[src/rtl/dmem_port_arbiter_pkg.sv]
// Shared types and defaults for the DMEM port arbiter slice.
// Optional perf counters are enabled with `define ARB_PERF_CNT_EN.
package dmem_port_arbiter_pkg;

  typedef enum logic [1:0] {
    ARB_IDLE,
    ARB_P,
    ARB_D_LOCK
  } arb_owner_e;

  // Requester that owns the memory command in the current cycle
  typedef enum logic [1:0] {
    SEL_NONE,
    SEL_P,
    SEL_D
  } arb_sel_e;

  localparam int unsigned ARB_STARVE_MAX_DEF = 4;
  localparam int unsigned ARB_MAX_BURST_DEF  = 8;
  localparam int unsigned ARB_PERF_W         = 32;

  // Bits needed to hold values 0..max_val, never less than one
  function automatic int unsigned arb_cnt_width(input int unsigned max_val);
    int unsigned w;
    w = 1;
    for (int unsigned i = 1; i < 32; i++) begin
      if ((max_val >> i) != 0) w = i + 1;
    end
    return w;
  endfunction

endpackage

[src/rtl/dmem_port_arbiter_if.sv]
// Request/grant/memory bus between processor, loader, DMEM and the arbiter.
// slave = arbiter side, master = requesters/memory side.
interface dmem_port_arbiter_if #(
  parameter int unsigned AW = 32,
  parameter int unsigned DW = 32
);
  logic          p_req_i;
  logic [AW-1:0] p_addr_i;
  logic [DW-1:0] p_wdata_i;
  logic [3:0]    p_we_i;
  logic          p_re_i;
  logic          p_stall_o;
  logic          p_rvalid_o;

  logic          d_req_i;
  logic          d_lock_i;
  logic [AW-1:0] d_addr_i;
  logic [DW-1:0] d_wdata_i;
  logic [3:0]    d_we_i;
  logic          d_re_i;
  logic          d_gnt_o;
  logic          d_rvalid_o;

  logic [AW-1:0] mem_addr_o;
  logic [DW-1:0] mem_wdata_o;
  logic [3:0]    mem_we_o;
  logic          mem_re_o;
  logic [DW-1:0] mem_rdata_i;

  modport slave (
    input  p_req_i, p_addr_i, p_wdata_i, p_we_i, p_re_i,
    input  d_req_i, d_lock_i, d_addr_i, d_wdata_i, d_we_i, d_re_i,
    input  mem_rdata_i,
    output p_stall_o, p_rvalid_o, d_gnt_o, d_rvalid_o,
    output mem_addr_o, mem_wdata_o, mem_we_o, mem_re_o
  );

  modport master (
    output p_req_i, p_addr_i, p_wdata_i, p_we_i, p_re_i,
    output d_req_i, d_lock_i, d_addr_i, d_wdata_i, d_we_i, d_re_i,
    output mem_rdata_i,
    input  p_stall_o, p_rvalid_o, d_gnt_o, d_rvalid_o,
    input  mem_addr_o, mem_wdata_o, mem_we_o, mem_re_o
  );
endinterface

[src/rtl/dmem_port_arbiter_sat_counter.sv]
// Saturating up-counter with synchronous reset and clear (clear wins over increment).
module arb_sat_counter #(
  parameter int unsigned   W   = 8,
  parameter logic [W-1:0]  MAX = '1
) (
  input  logic         clk,
  input  logic         rst,
  input  logic         i_clr,
  input  logic         i_inc,
  output logic [W-1:0] o_count
);
  logic [W-1:0] r_count;

  always_ff @(posedge clk) begin
    if (rst || i_clr) begin
      r_count <= '0;
    end else if (i_inc && (r_count != MAX)) begin
      r_count <= r_count + W'(1);
    end
  end

  assign o_count = r_count;
endmodule

[src/rtl/dmem_port_arbiter.sv]
// Shares the DMEM port between processor (P, fixed priority) and loader (D, starvation-forced, lockable bursts).
// Define ARB_PERF_CNT_EN to add saturating P-stall and forced-D-grant counters.
module dmem_port_arbiter
  import dmem_port_arbiter_pkg::*;
#(
  parameter int unsigned AW         = 32,
  parameter int unsigned DW         = 32,
  parameter int unsigned STARVE_MAX = ARB_STARVE_MAX_DEF,
  parameter int unsigned MAX_BURST  = ARB_MAX_BURST_DEF
) (
  input logic clk,
  input logic rst,
  dmem_port_arbiter_if.slave bus
`ifdef ARB_PERF_CNT_EN
  ,
  output logic [ARB_PERF_W-1:0] perf_p_stall_o,
  output logic [ARB_PERF_W-1:0] perf_d_force_o
`endif
);
  localparam int unsigned   SW         = arb_cnt_width(STARVE_MAX);
  localparam int unsigned   BW         = arb_cnt_width(MAX_BURST - 1);
  localparam logic [SW-1:0] STARVE_LIM = SW'(STARVE_MAX);
  localparam logic [BW-1:0] BURST_LAST = BW'(MAX_BURST - 1);
  localparam bit            BURST_EN   = (MAX_BURST > 1);

  arb_owner_e    r_owner;
  arb_owner_e    w_owner_nxt;
  arb_sel_e      w_sel;
  logic          w_p_req;
  logic          w_d_req;
  logic          w_force;
  logic          w_p_stall;
  logic [SW-1:0] r_starve;
  logic [BW-1:0] r_burst;
  logic          r_p_rvalid;
  logic          r_d_rvalid;
  logic [AW-1:0] w_addr;
  logic [DW-1:0] w_wdata;

  // Accesses with neither read nor write are not requests; reset masks everything
  assign w_p_req = !rst && bus.p_req_i && (bus.p_re_i || (bus.p_we_i != '0));
  assign w_d_req = !rst && bus.d_req_i && (bus.d_re_i || (bus.d_we_i != '0));
  assign w_force = w_d_req && (r_starve == STARVE_LIM);

  always_ff @(posedge clk) begin
    if (rst) begin
      r_owner <= ARB_IDLE;
    end else begin
      r_owner <= w_owner_nxt;
    end
  end

  always_comb begin
    w_sel       = SEL_NONE;
    w_owner_nxt = r_owner;
    case (r_owner)
      ARB_IDLE, ARB_P: begin
        if (w_force)      w_sel = SEL_D;
        else if (w_p_req) w_sel = SEL_P;
        else if (w_d_req) w_sel = SEL_D;

        if (w_sel == SEL_D && bus.d_lock_i && BURST_EN) w_owner_nxt = ARB_D_LOCK;
        else if (w_sel == SEL_P)                        w_owner_nxt = ARB_P;
        else                                            w_owner_nxt = ARB_IDLE;
      end
      ARB_D_LOCK: begin
        // Only a still-locked D beat is served; any drop ends the burst without a grant
        if (w_d_req && bus.d_lock_i) begin
          w_sel       = SEL_D;
          w_owner_nxt = (r_burst == BURST_LAST) ? ARB_IDLE : ARB_D_LOCK;
        end else begin
          w_owner_nxt = ARB_IDLE;
        end
      end
      default: w_owner_nxt = ARB_IDLE;
    endcase
    if (rst) begin
      w_sel       = SEL_NONE;
      w_owner_nxt = ARB_IDLE;
    end
  end

  arb_sat_counter #(.W(SW), .MAX(STARVE_LIM)) u_starve (
    .clk     (clk),
    .rst     (rst),
    .i_clr   (!w_d_req || (w_sel == SEL_D)),
    .i_inc   (w_d_req && (w_sel != SEL_D)),
    .o_count (r_starve)
  );

  // Every cycle that stays in (or enters) the lock is a granted D beat
  arb_sat_counter #(.W(BW), .MAX(BURST_LAST)) u_burst (
    .clk     (clk),
    .rst     (rst),
    .i_clr   (w_owner_nxt != ARB_D_LOCK),
    .i_inc   (w_owner_nxt == ARB_D_LOCK),
    .o_count (r_burst)
  );

  always_ff @(posedge clk) begin
    if (rst) begin
      r_p_rvalid <= 1'b0;
      r_d_rvalid <= 1'b0;
    end else begin
      r_p_rvalid <= (w_sel == SEL_P) && bus.p_re_i;
      r_d_rvalid <= (w_sel == SEL_D) && bus.d_re_i;
    end
  end

  assign w_p_stall = w_p_req && (w_sel != SEL_P);
  assign w_addr    = (w_sel == SEL_D) ? bus.d_addr_i  : bus.p_addr_i;
  assign w_wdata   = (w_sel == SEL_D) ? bus.d_wdata_i : bus.p_wdata_i;

  always_comb begin
    bus.p_stall_o   = w_p_stall;
    bus.d_gnt_o     = (w_sel == SEL_D);
    bus.p_rvalid_o  = r_p_rvalid;
    bus.d_rvalid_o  = r_d_rvalid;
    bus.mem_addr_o  = w_addr;
    bus.mem_wdata_o = w_wdata;
    bus.mem_we_o    = '0;
    bus.mem_re_o    = 1'b0;
    case (w_sel)
      SEL_P: begin
        bus.mem_we_o = bus.p_we_i;
        bus.mem_re_o = bus.p_re_i;
      end
      SEL_D: begin
        bus.mem_we_o = bus.d_we_i;
        bus.mem_re_o = bus.d_re_i;
      end
      default: ;
    endcase
  end

`ifdef ARB_PERF_CNT_EN
  logic w_forced_gnt;
  assign w_forced_gnt = w_force && (w_sel == SEL_D) && (r_owner != ARB_D_LOCK);

  arb_sat_counter #(.W(ARB_PERF_W)) u_perf_stall (
    .clk     (clk),
    .rst     (rst),
    .i_clr   (1'b0),
    .i_inc   (w_p_stall),
    .o_count (perf_p_stall_o)
  );

  arb_sat_counter #(.W(ARB_PERF_W)) u_perf_force (
    .clk     (clk),
    .rst     (rst),
    .i_clr   (1'b0),
    .i_inc   (w_forced_gnt),
    .o_count (perf_d_force_o)
  );
`endif

endmodule

[src/flat_wrapper.sv]
// flat-port wrapper written by rule: the top's interface ports become plain ports
module dmem_port_arbiter_flat import dmem_port_arbiter_pkg::*;
#(
  parameter int unsigned AW         = 32,
  parameter int unsigned DW         = 32,
  parameter int unsigned STARVE_MAX = ARB_STARVE_MAX_DEF,
  parameter int unsigned MAX_BURST  = ARB_MAX_BURST_DEF
)
  (clk, rst, bus_p_req_i, bus_p_addr_i, bus_p_wdata_i, bus_p_we_i, bus_p_re_i, bus_d_req_i, bus_d_lock_i, bus_d_addr_i, bus_d_wdata_i, bus_d_we_i, bus_d_re_i, bus_mem_rdata_i, bus_p_stall_o, bus_p_rvalid_o, bus_d_gnt_o, bus_d_rvalid_o, bus_mem_addr_o, bus_mem_wdata_o, bus_mem_we_o, bus_mem_re_o);
  dmem_port_arbiter_if #(.AW(AW), .DW(DW)) bus_i ();
  input logic clk;
  input logic rst;
  input wire logic [$bits(bus_i.p_req_i)-1:0] bus_p_req_i;
  input wire logic [$bits(bus_i.p_addr_i)-1:0] bus_p_addr_i;
  input wire logic [$bits(bus_i.p_wdata_i)-1:0] bus_p_wdata_i;
  input wire logic [$bits(bus_i.p_we_i)-1:0] bus_p_we_i;
  input wire logic [$bits(bus_i.p_re_i)-1:0] bus_p_re_i;
  input wire logic [$bits(bus_i.d_req_i)-1:0] bus_d_req_i;
  input wire logic [$bits(bus_i.d_lock_i)-1:0] bus_d_lock_i;
  input wire logic [$bits(bus_i.d_addr_i)-1:0] bus_d_addr_i;
  input wire logic [$bits(bus_i.d_wdata_i)-1:0] bus_d_wdata_i;
  input wire logic [$bits(bus_i.d_we_i)-1:0] bus_d_we_i;
  input wire logic [$bits(bus_i.d_re_i)-1:0] bus_d_re_i;
  input wire logic [$bits(bus_i.mem_rdata_i)-1:0] bus_mem_rdata_i;
  output wire logic [$bits(bus_i.p_stall_o)-1:0] bus_p_stall_o;
  output wire logic [$bits(bus_i.p_rvalid_o)-1:0] bus_p_rvalid_o;
  output wire logic [$bits(bus_i.d_gnt_o)-1:0] bus_d_gnt_o;
  output wire logic [$bits(bus_i.d_rvalid_o)-1:0] bus_d_rvalid_o;
  output wire logic [$bits(bus_i.mem_addr_o)-1:0] bus_mem_addr_o;
  output wire logic [$bits(bus_i.mem_wdata_o)-1:0] bus_mem_wdata_o;
  output wire logic [$bits(bus_i.mem_we_o)-1:0] bus_mem_we_o;
  output wire logic [$bits(bus_i.mem_re_o)-1:0] bus_mem_re_o;
  assign bus_i.p_req_i = bus_p_req_i;
  assign bus_i.p_addr_i = bus_p_addr_i;
  assign bus_i.p_wdata_i = bus_p_wdata_i;
  assign bus_i.p_we_i = bus_p_we_i;
  assign bus_i.p_re_i = bus_p_re_i;
  assign bus_i.d_req_i = bus_d_req_i;
  assign bus_i.d_lock_i = bus_d_lock_i;
  assign bus_i.d_addr_i = bus_d_addr_i;
  assign bus_i.d_wdata_i = bus_d_wdata_i;
  assign bus_i.d_we_i = bus_d_we_i;
  assign bus_i.d_re_i = bus_d_re_i;
  assign bus_i.mem_rdata_i = bus_mem_rdata_i;
  assign bus_p_stall_o = bus_i.p_stall_o;
  assign bus_p_rvalid_o = bus_i.p_rvalid_o;
  assign bus_d_gnt_o = bus_i.d_gnt_o;
  assign bus_d_rvalid_o = bus_i.d_rvalid_o;
  assign bus_mem_addr_o = bus_i.mem_addr_o;
  assign bus_mem_wdata_o = bus_i.mem_wdata_o;
  assign bus_mem_we_o = bus_i.mem_we_o;
  assign bus_mem_re_o = bus_i.mem_re_o;
  dmem_port_arbiter #(.AW(AW), .DW(DW), .STARVE_MAX(STARVE_MAX), .MAX_BURST(MAX_BURST)) u_core (.clk(clk), .rst(rst), .bus(bus_i));
endmodule
[config.mk]
export PLATFORM = sky130hd
export DESIGN_NAME = dmem_port_arbiter_flat
export DESIGN_NICKNAME = d
export VERILOG_FILES = /design/src/rtl/dmem_port_arbiter_pkg.sv /design/src/rtl/dmem_port_arbiter_if.sv /design/src/rtl/dmem_port_arbiter_sat_counter.sv /design/src/rtl/dmem_port_arbiter.sv /design/src/flat_wrapper.sv
export SDC_FILE = /design/constraint.sdc
export NUM_CORES = 1
export LEC_CHECK = 0
export ABC_AREA = 0
export CORE_AREA = 2 2 97 99
export DETAILED_ROUTE_END_ITERATION = 10
export DIE_AREA = 0 0 99 101
export GPL_ROUTABILITY_DRIVEN = 0
export GPL_TIMING_DRIVEN = 0
export HOLD_SLACK_MARGIN = 0.05
export PLACE_DENSITY = 0.63
export REMOVE_ABC_BUFFERS = 1
export SLEW_MARGIN = 25
export SYNTH_ARGS = -nofsm -noshare
export SYNTH_HDL_FRONTEND = slang
export SYNTH_SLANG_ARGS = --single-unit
[constraint.sdc]
create_clock -name clk -period 5.7 [get_ports clk]
set_input_delay 1.71 -clock clk [delete_from_list [all_inputs] [get_ports clk]]
set_output_delay 1.71 -clock clk [all_outputs]
set_load 0.01 [all_outputs]
== Word level (Yosys, flattened, before mapping) ==
Cells that the tools add are included.
Word-level totals
  register bits: 10
  input bits: 175
  output and inout bits: 73
  logic and storage cells: 62
Operators by class
  add/subtract/negate cells: 2
  eq/ne operators: 14
  multiplexer cells: 17
  reductions and logical operators: 24
Operators by type and width (number)
  $mux 32: 2
  $mux 2: 10
  $logic_and 1x1->1: 13
  $eq 2x2->1 const B: 4
  $pmux 2 s2: 2
  $pmux 4 s2: 1
  $reduce_bool 4->1: 2
  $add 3x1->3 const B: 2
  $eq 2x1->1 const B: 3
  $eq 3x3->1 const B: 2
  $ne 3x3->1 const B: 2
  $logic_or 1x1->1: 5
  $ne 2x2->1 const B: 2
  $logic_not 1->1: 2
  $logic_not 2->1: 1
  $ne 2x1->1 const B: 1
  $pmux 1 s2: 1
  $reduce_or 2->1: 1
  $mux 1: 1

== Logic depth before layout (Yosys ltp) ==
Gate-level depths: netlist (run 1).
  depth after elaboration: 14
  mapped depth: 11
  gate-level depth less buffers: 9

== Hierarchy ==
A second synthesis (run 1) with hierarchy kept.
Second synthesis, totals
  cell total of the unflattened synthesis: 144
  area total of the unflattened synthesis: 1450.1 sq um
By module, submodules not included
  dmem_port_arbiter: times used 1, cells an instance 115, area an instance 1118.6 sq um, seq. area each 80.1 sq um
  arb_sat_counter at u_core.u_starve: times used 1, cells an instance 17, area an instance 188.9 sq um, seq. area each 60.1 sq um
  arb_sat_counter at u_core.u_burst: times used 1, cells an instance 12, area an instance 142.6 sq um, seq. area each 60.1 sq um

== Least setup slack after synthesis (run 1) ==
No wires, ideal clock.
  path kind: input to output
  start point: input port bus_p_we_i[3]
  end point: output port bus_mem_addr_o[0]
  data arrival time: 3.711 ns
  data required time: 3.990 ns
  setup slack: 0.279 ns
  stages on the path: 8
  path buffers: 2
  cells stage by stage: or4_4 o21ai_0 nor2_1 o21ai_0 ha_1 clkbuf_1 buf_2 mux2_2
Between the ends
  longest elaborated chain between the ends: 10
Ends and longest elaborated chain
  start, declared: line flat_wrapper.sv:16  | input wire logic [$bits(bus_i.p_we_i)-1:0] bus_p_we_i;
  $reduce_bool 4->1: line dmem_port_arbiter.sv:41  | assign w_p_req = !rst && bus.p_req_i && (bus.p_re_i || (bus.p_we_i != '0));
  $logic_or 1x1->1: line dmem_port_arbiter.sv:41
  $logic_and 1x1->1: line dmem_port_arbiter.sv:41
  $mux 2: line dmem_port_arbiter.sv:59  | else if (w_p_req) w_sel = SEL_P;
  $mux 2: line dmem_port_arbiter.sv:58  | if (w_force) w_sel = SEL_D;
  $mux 2: line dmem_port_arbiter.sv:56  | case (r_owner)
  $pmux 2 s2: line dmem_port_arbiter.sv:56
  $mux 2: line dmem_port_arbiter.sv:77  | if (rst) begin
  $eq 2x2->1
  net bus_d_gnt_o: line flat_wrapper.sv:27  | output wire logic [$bits(bus_i.d_gnt_o)-1:0] bus_d_gnt_o;
  $mux 32: line dmem_port_arbiter.sv:111  | assign w_addr = (w_sel == SEL_D) ? bus.d_addr_i : bus.p_addr_i;
  end, declared: line flat_wrapper.sv:29  | output wire logic [$bits(bus_i.mem_addr_o)-1:0] bus_mem_addr_o;
The timed path passes the listed nets, and every way through them passes these cells. The select of a mux whose other input is x is not followed.

== Worst setup path after layout (run 1) ==
  start point: input port bus_p_we_i[2]
  end point: output port bus_mem_addr_o[27]
Between the ends
  longest elaborated chain between the ends: 10
Ends and longest elaborated chain (line)
  $reduce_bool 4->1: dmem_port_arbiter.sv:41
  $logic_or 1x1->1: dmem_port_arbiter.sv:41
  $logic_and 1x1->1: dmem_port_arbiter.sv:41
  $mux 2: dmem_port_arbiter.sv:59
  $mux 2: dmem_port_arbiter.sv:58
  $mux 2: dmem_port_arbiter.sv:56
  $pmux 2 s2: dmem_port_arbiter.sv:56
  $mux 2: dmem_port_arbiter.sv:77
  $eq 2x2->1: dmem_port_arbiter.sv:111
  $mux 32: dmem_port_arbiter.sv:111
Every way passes these cells. The select of a mux whose other input is x is not followed.

==> impl_metrics.json, run 1 <==
{
  "pin_count_of_the_biggest_net_entering_global_routing": 15,
  "synth.avg_cell_area_um2": 9.86,
  "crit_slowest_cell": "or4_4",
  "timing.hold.worst.class": "reg2reg",
  "reported_net_switching_power_uw": 130,
  "hold_ws_ns": 0.505,
  "cp_cell_sequence": "clkdlybuf4s15_1 > or4_4 > nor3_4 > nor2_2 > a21oi_2 > ha_4 > buf_12 > buf_12 > buf_16 > mux2_2 > buf_6",
  "min-delay-start": "u_core.u_burst.o_count[2]",
  "clk_path_buf_depth": 2,
  "critical_path_peak_fanout": 5,
  "worst-r2r-setup-slack_ns": 3.53,
  "slew_headroom_pct": 74.5,
  "total_overflow_reported_by_the_global_router": 0,
  "holdPathEnd": "u_core.u_burst.o_count[2]",
  "synth_top_area_cell": "mux2_2",
  "clock-skew-final_ns": 0.00330,
  "yosys_most_used_dff": "dfxtp_1",
  "n_fill_cell": 880,
  "maxCapViolCount": 0,
  "drt_drc_violations_left": 0,
  "post_drt_via_cell_ratio": 4.11,
  "ir_drop_worst_case_vdd_uv": 49.2,
  "min_path_cells": 2,
  "placementRows": 35,
  "cts_sinks": 10,
  "drt-total-wl_mm": 9.09,
  "switching_share_pct": 28.2,
  "synth_most_common_cell": "mux2_2",
  "kind_of_capture_point_of_the_worst_setup_path": "primary output",
  "initial_core_util_pct": 15.2,
  "drt_first_iter_violations": 14,
  "area_share_of_fa_ha_maj_cells_after_synthesis_pct": 5.51,
  "post_synth_most_frequent_cells": "mux2_2, nor2_1, dfxtp_1",
  "growth_of_design_area_from_synthesis_to_finish_pct": 204,
  "cellLeakagePower_uw": 0.00170,
  "power_uw": 460,
  "detail-route-antenna-nets": 0,
  "insertedDiodeCount": 0,
  "critPathArrivalTime_ns": 3.97,
  "clk_transition_reported_paths_ns": 0.05,
  "grt_first_pass_wirelength_mm": 12.8,
  "cts_root_buf": "clkbuf_8",
  "cp_data_required_time_ns": 3.99,
  "timing.critical_path.slowest_cell_delay_ns": 0.56,
  "grt.total_usage_pct": 17.0,
  "setup_tns_ns": 0,
  "cpLargestDelayFamily": "simple AND/OR/NAND/NOR gates",
  "max_clock_freq_ghz": 0.176,
  "antenna_found_initial": 0,
  "crit_path_category": "in2out",
  "numPlacedInstances": 457,
  "yosys.area.top_type_share_pct": 52.9,
  "finish.utilization_pct": 46.0,
  "synth_top_family_by_area": "multiplexers",
  "timing.reg2reg.worst_path_depth": 12,
  "total_count_of_max_transition_violations_in_the_final_report": 0,
  "chipHeight_um": 101,
  "synth-seq-area-share_pct": 14.7,
  "share_comb_of_total_power_pct": 68.6,
  "dp_hpwl_mm": 6.53,
  "regToRegEndpoint": "u_core.u_starve.o_count[0]",
  "tritoncts": "done",
  "design.die.area_mm2": 0.0100,
  "power-per-cell-area_mw_per_mm2": 111,
  "synthMuxAreaShare_pct": 55.1,
  "post-route-min-period_ns": 5.68,
  "setup_viol_count_final": 0,
  "synth.ff_latch_count": 10,
  "sequentialPowerShare_pct": 16.1,
  "yosysWarnings": 0,
  "internal_power_uw": 330,
  "die_width_um": 99,
  "post_synth_num_cell_types": 24,
  "grt_pass1_vias": 2222,
  "yosys.area_share.xor_xnor_pct": 1.29,
  "dr_total_vias": 1985,
  "synth_async_sr_flop_share_pct": 0,
  "finalNetCount": 555,
  "tightest_slew_ns": 0.382,
  "final.period_utilization_pct": 99.6,
  "setup_repair_after_global_routing_missed_its_margin": "true",
  "cts_made_buffers": 3,
  "status": "complete, no violations",
  "critPathBufInv": 5,
  "htreeDepth": 1,
  "count_of_buffers_from_port_buffering": 215,
  "number_of_synthesized_flops_with_an_enable_pin": 0,
  "synth-compound-area-share_pct": 9.01,
  "synthesis.area_mm2": 0.00136,
  "detailedRoute.firstPassIterationCount": 4,
  "netlist_instances": 138,
  "yosys.area_share.simple_pct": 10.7,
  "top_cell_by_count_worst_path": "buf_12",
  "power_frac_clock_pct": 15.2,
  "regToRegStartpoint": "u_core.u_starve.o_count[0]",
  "design.core.area_mm2": 0.00898,
  "num_io_pins": 248,
  "final_cells": 483,
  "synth_top_cells_by_area": "mux2_2, dfxtp_1, ha_1, nor2_1, buf_2",
  "clock_latency_ns": 0.23,
  "crit_path_start_kind": "input port",
  "drive_gt1_share_pct": 42.2,
  "hold_viol_final": 0,
  "post_drt_wl_per_cell_um": 18.8
}
tightest hold or removal path, delay by kind of cell, from the launching register on:
kind             cells  cell delay (ns)
and+or+nand+nor      1             0.07
DFF                  1             0.33
muxes                1             0.07
stage by stage:
step | setup WS [ns] | instance area, µm²
after floorplan | -0.915 | 1320
after global placement | -2.67 | 3610
after detailed placement | -0.925 | 3650
after CTS | 0.0106 | 3980
after global routing | -0.0575 | 4130
final | 0.0209 | 4130
metal layers:
| layer | GRT usage, % | vias up | part of all wire, % |
|---|---|---|---|
| met5 | 0 | - | 0 |
| met4 | 2.21 | 0 | 0.77 |
| met3 | 5.69 | 6 | 8.6 |
| met2 | 27.3 | 109 | 46 |
| met1 | 22.7 | 888 | 45 |
| li1 | - | 982 | - |
what timing repair did:
action	CTS	global route
gates cloned	8	1
hold buffers	0	0
gates resized for setup	293	39
setup buffers	15	1
pin swaps	7	4
endpoints found under the setup margin	71	70
cells in the final DEF, fill, tap and decap left out, types with 5 or more instances in the layout:
cell type,netlist,final
dfxtp_1,10,10
mux2_2,64,44
ha_1,6,5
nor2_1,12,10
dlygate4sd2_1,0,10
mux2_4,0,20
buf_4,0,6
buf_16,0,9
clkdlybuf4s50_1,0,137
clkdlybuf4s15_1,0,16
buf_2,7,25
buf_6,0,28
buf_12,0,6
registers in the layout, indices dropped and copies added, names as in the netlist:
| register | flops |
|---|---|
| u_core.u_starve.o_count | 3 |
| u_core.r_owner | 2 |
| u_core.u_burst.o_count | 3 |
| u_core.bus.d_rvalid_o | 1 |
| u_core.bus.p_rvalid_o | 1 |
kinds of logic (layout without fill, tap and decap cells):
| kind of cell | after synthesis | in the layout |
|---|---|---|
| buffers and inverters | 11 | 245 |
| and+or+nand+nor | 26 | 26 |
| xor gates and xnor gates | 2 | 2 |
| DFF | 10 | 10 |
| AOI/OAI and AO/OA | 16 | 16 |
| muxes | 67 | 67 |
| adders and majority gates | 6 | 6 |
worst max path at each step:
stage	from	endpoint	slack (ns)	cells past startpoint
after detailed placement	bus_p_we_i[0]	bus_mem_addr_o[18]	-0.92	9
after CTS	bus_p_we_i[2]	bus_mem_addr_o[30]	0.01	12
after floorplan	bus_p_we_i[3]	bus_mem_we_o[0]	-0.92	7
after global routing	rst	bus_mem_we_o[3]	-0.06	12
after global placement	bus_p_we_i[3]	bus_mem_addr_o[18]	-2.67	8
final	bus_p_we_i[2]	bus_mem_addr_o[27]	0.02	11
final cells by class:
cell class                 instances  area [µm²]  share of cell area (%)
timing repair buffer             239        2510                    60.7
multi-input combinational        117        1230                    29.8
sequential                        10         200                    4.84
tap                              111         139                    3.36
clock buffer                       3        41.3                   0.999
inverter                           3        11.3                   0.272
power groups by stage:
stage          clock [µW]  combinational (µW)  sequential, µW
2_1_floorplan           0                87.8            75.1
3_5_place_dp            0                 277            75.2
6_report             70.2                 316            74.1
3_3_place_gp            0                 277            75.1
5_1_grt              76.6                 335            74.4
4_1_cts              72.7                 301            74.0
No activity file was read; power rests on OpenSTA's default activity.
==> run 2, diff against run 1 <==
Settings changed: SKIP_LAST_GASP set to 1.
==> run 2 against run 1 <==
  * Die area unchanged
  * Global-route usage unchanged
  * Largest cell class unchanged
  * Clock skew unchanged
  * Setup slack improved by 0.0021 ns
  * Clock power about the same
  * Maximum frequency about the same
  * Non-clock buffer count unchanged
  * Critical endpoint is now bus_mem_addr_o[26]
  * Critical path depth unchanged
  * Combinational power about the same
==> impl_metrics.json, run 2 (synthesis results as in run 1) <==
{
  "setup_viol_count_final": 0,
  "cp_data_required_time_ns": 3.99,
  "timing.hold.worst.class": "reg2reg",
  "kind_of_capture_point_of_the_worst_setup_path": "primary output",
  "post_drt_via_cell_ratio": 4.11,
  "placedInstanceArea_mm2": 0.00365,
  "growth_of_design_area_from_synthesis_to_finish_pct": 203,
  "die_width_um": 99,
  "timing.critical_path.slowest_cell_delay_ns": 0.56,
  "post_drt_wl_per_cell_um": 18.8,
  "pin_count_of_the_biggest_net_entering_global_routing": 15,
  "seq_cell_area_um2": 200,
  "count_of_buffers_from_port_buffering": 215,
  "total_overflow_reported_by_the_global_router": 0,
  "cts-hold-fix-buffers": 0,
  "drt_drc_violations_left": 0,
  "crit_slowest_cell": "or4_4",
  "n_fill_cell": 882,
  "clock_latency_ns": 0.23,
  "tritoncts": "done",
  "slew_headroom_pct": 74.5,
  "cts_root_buf": "clkbuf_8",
  "detailedRoute.firstPassIterationCount": 4,
  "crit_path_category": "in2out",
  "drive_gt1_share_pct": 42.2,
  "clk_path_buf_depth": 2,
  "cpLargestDelayFamily": "simple AND/OR/NAND/NOR gates",
  "clock-skew-final_ns": 0.00330,
  "num_io_pins": 248,
  "cts_sinks": 10,
  "antenna_found_initial": 0,
  "initial_core_util_pct": 15.2,
  "grt_pass1_vias": 2222,
  "critical_path_peak_fanout": 5,
  "layout_common_cells": "clkdlybuf4s50_1, mux2_2, buf_6",
  "design.die.area_mm2": 0.0100,
  "setup_tns_ns": 0,
  "multiInputGateArea_mm2": 0.00122,
  "grt.total_usage_pct": 17.0,
  "critPathBufInv": 5,
  "tightest_slew_ns": 0.382,
  "drt-total-wl_mm": 9.07,
  "finish.utilization_pct": 45.9,
  "top_cell_by_count_worst_path": "buf_12",
  "htreeDepth": 1,
  "grt_first_pass_wirelength_mm": 12.8,
  "layout.cells.most_common": "clkdlybuf4s50_1",
  "maxCapViolCount": 0,
  "dr_total_vias": 1987,
  "setup_repair_after_global_routing_missed_its_margin": "true",
  "clk_transition_reported_paths_ns": 0.05,
  "detail-route-antenna-nets": 0,
  "status": "complete, no violations",
  "hold_viol_final": 0,
  "critPathArrivalTime_ns": 3.97,
  "place_ws_ns": -0.925,
  "finalInstanceArea_mm2": 0.00412,
  "power-per-cell-area_mw_per_mm2": 111,
  "worst_slack_ns": 0.0230,
  "cp_cell_sequence": "clkdlybuf4s15_1 > or4_4 > nor3_4 > nor2_2 > a21oi_2 > ha_4 > buf_12 > buf_12 > buf_16 > mux2_2 > buf_6",
  "cts_made_buffers": 3,
  "post-route-min-period_ns": 5.68,
  "drt_first_iter_violations": 14,
  "chipHeight_um": 101,
  "crit_path_start_kind": "input port",
  "placementRows": 35,
  "final.period_utilization_pct": 99.6,
  "cellLeakagePower_uw": 0.00170,
  "total_count_of_max_transition_violations_in_the_final_report": 0,
  "insertedDiodeCount": 0,
  "max_clock_freq_ghz": 0.176,
  "finalNetCount": 555,
  "design.core.area_mm2": 0.00898,
  "dp_hpwl_mm": 6.53,
  "ir_drop_worst_case_vdd_uv": 49.2
}
## run 2: report_power, final
group / switching [µW] / internal, µW / total (µW)
Clock: 24.3 / 46.0 / 70.2
Sequential: 1.81 / 72.3 / 74.1
Combinational: 103 / 211 / 315
## run 2: through the flow
stage	cells	hold WS, ns	power (µW)
2_1_floorplan	130	0.470	163
3_3_place_gp	456	0.484	352
3_5_place_dp	457	0.500	352
4_1_cts	482	0.513	448
5_1_grt	483	0.573	485
6_report	483	0.505	459
## run 2: final timing paths
kind / from / to / slack [ns] / cells after the start
hold / removal: u_core.u_burst.o_count[2] / u_core.u_burst.o_count[2] / 0.51 / 2
setup / recovery: bus_p_we_i[2] / bus_mem_addr_o[26] / 0.02 / 11
setup reg to reg: u_core.u_starve.o_count[0] / u_core.u_starve.o_count[0] / 3.53 / 12
hold reg to reg: u_core.u_burst.o_count[2] / u_core.u_burst.o_count[2] / 0.51 / 2
## run 2: per-layer routing
| layer | share of wire, % | routed length, µm | vias up | track usage [%] |
|---|---|---|---|---|
| met3 | 9.1 | 829 | 6 | 5.69 |
| met4 | 0.77 | 70 | 0 | 2.21 |
| met1 | 44 | 4030 | 888 | 22.7 |
| met5 | 0 | 0 | - | 0 |
| met2 | 46 | 4140 | 111 | 27.3 |
| li1 | - | - | 982 | - |
## run 2: what timing repair did
item,4_1_cts,5_1_grt
gates resized for setup,293,36
pin swaps,7,4
endpoints found under the setup margin,71,70
buffers inserted,15,1
gates cloned,8,1
## run 2: final cells by class
| type | count | area share [%] |
|---|---|---|
| clock buffer | 3 | 1.00 |
| inverter | 3 | 0.273 |
| multi-input combinational | 117 | 29.7 |
| sequential | 10 | 4.85 |
| tap | 111 | 3.37 |
| timing repair buffer | 239 | 60.8 |
## run 2: worst min-delay path, stage by stage, from the launching register on
cell and delay (ns):
dfxtp_1 0.33, mux2i_1 0.07, nor2_1 0.07
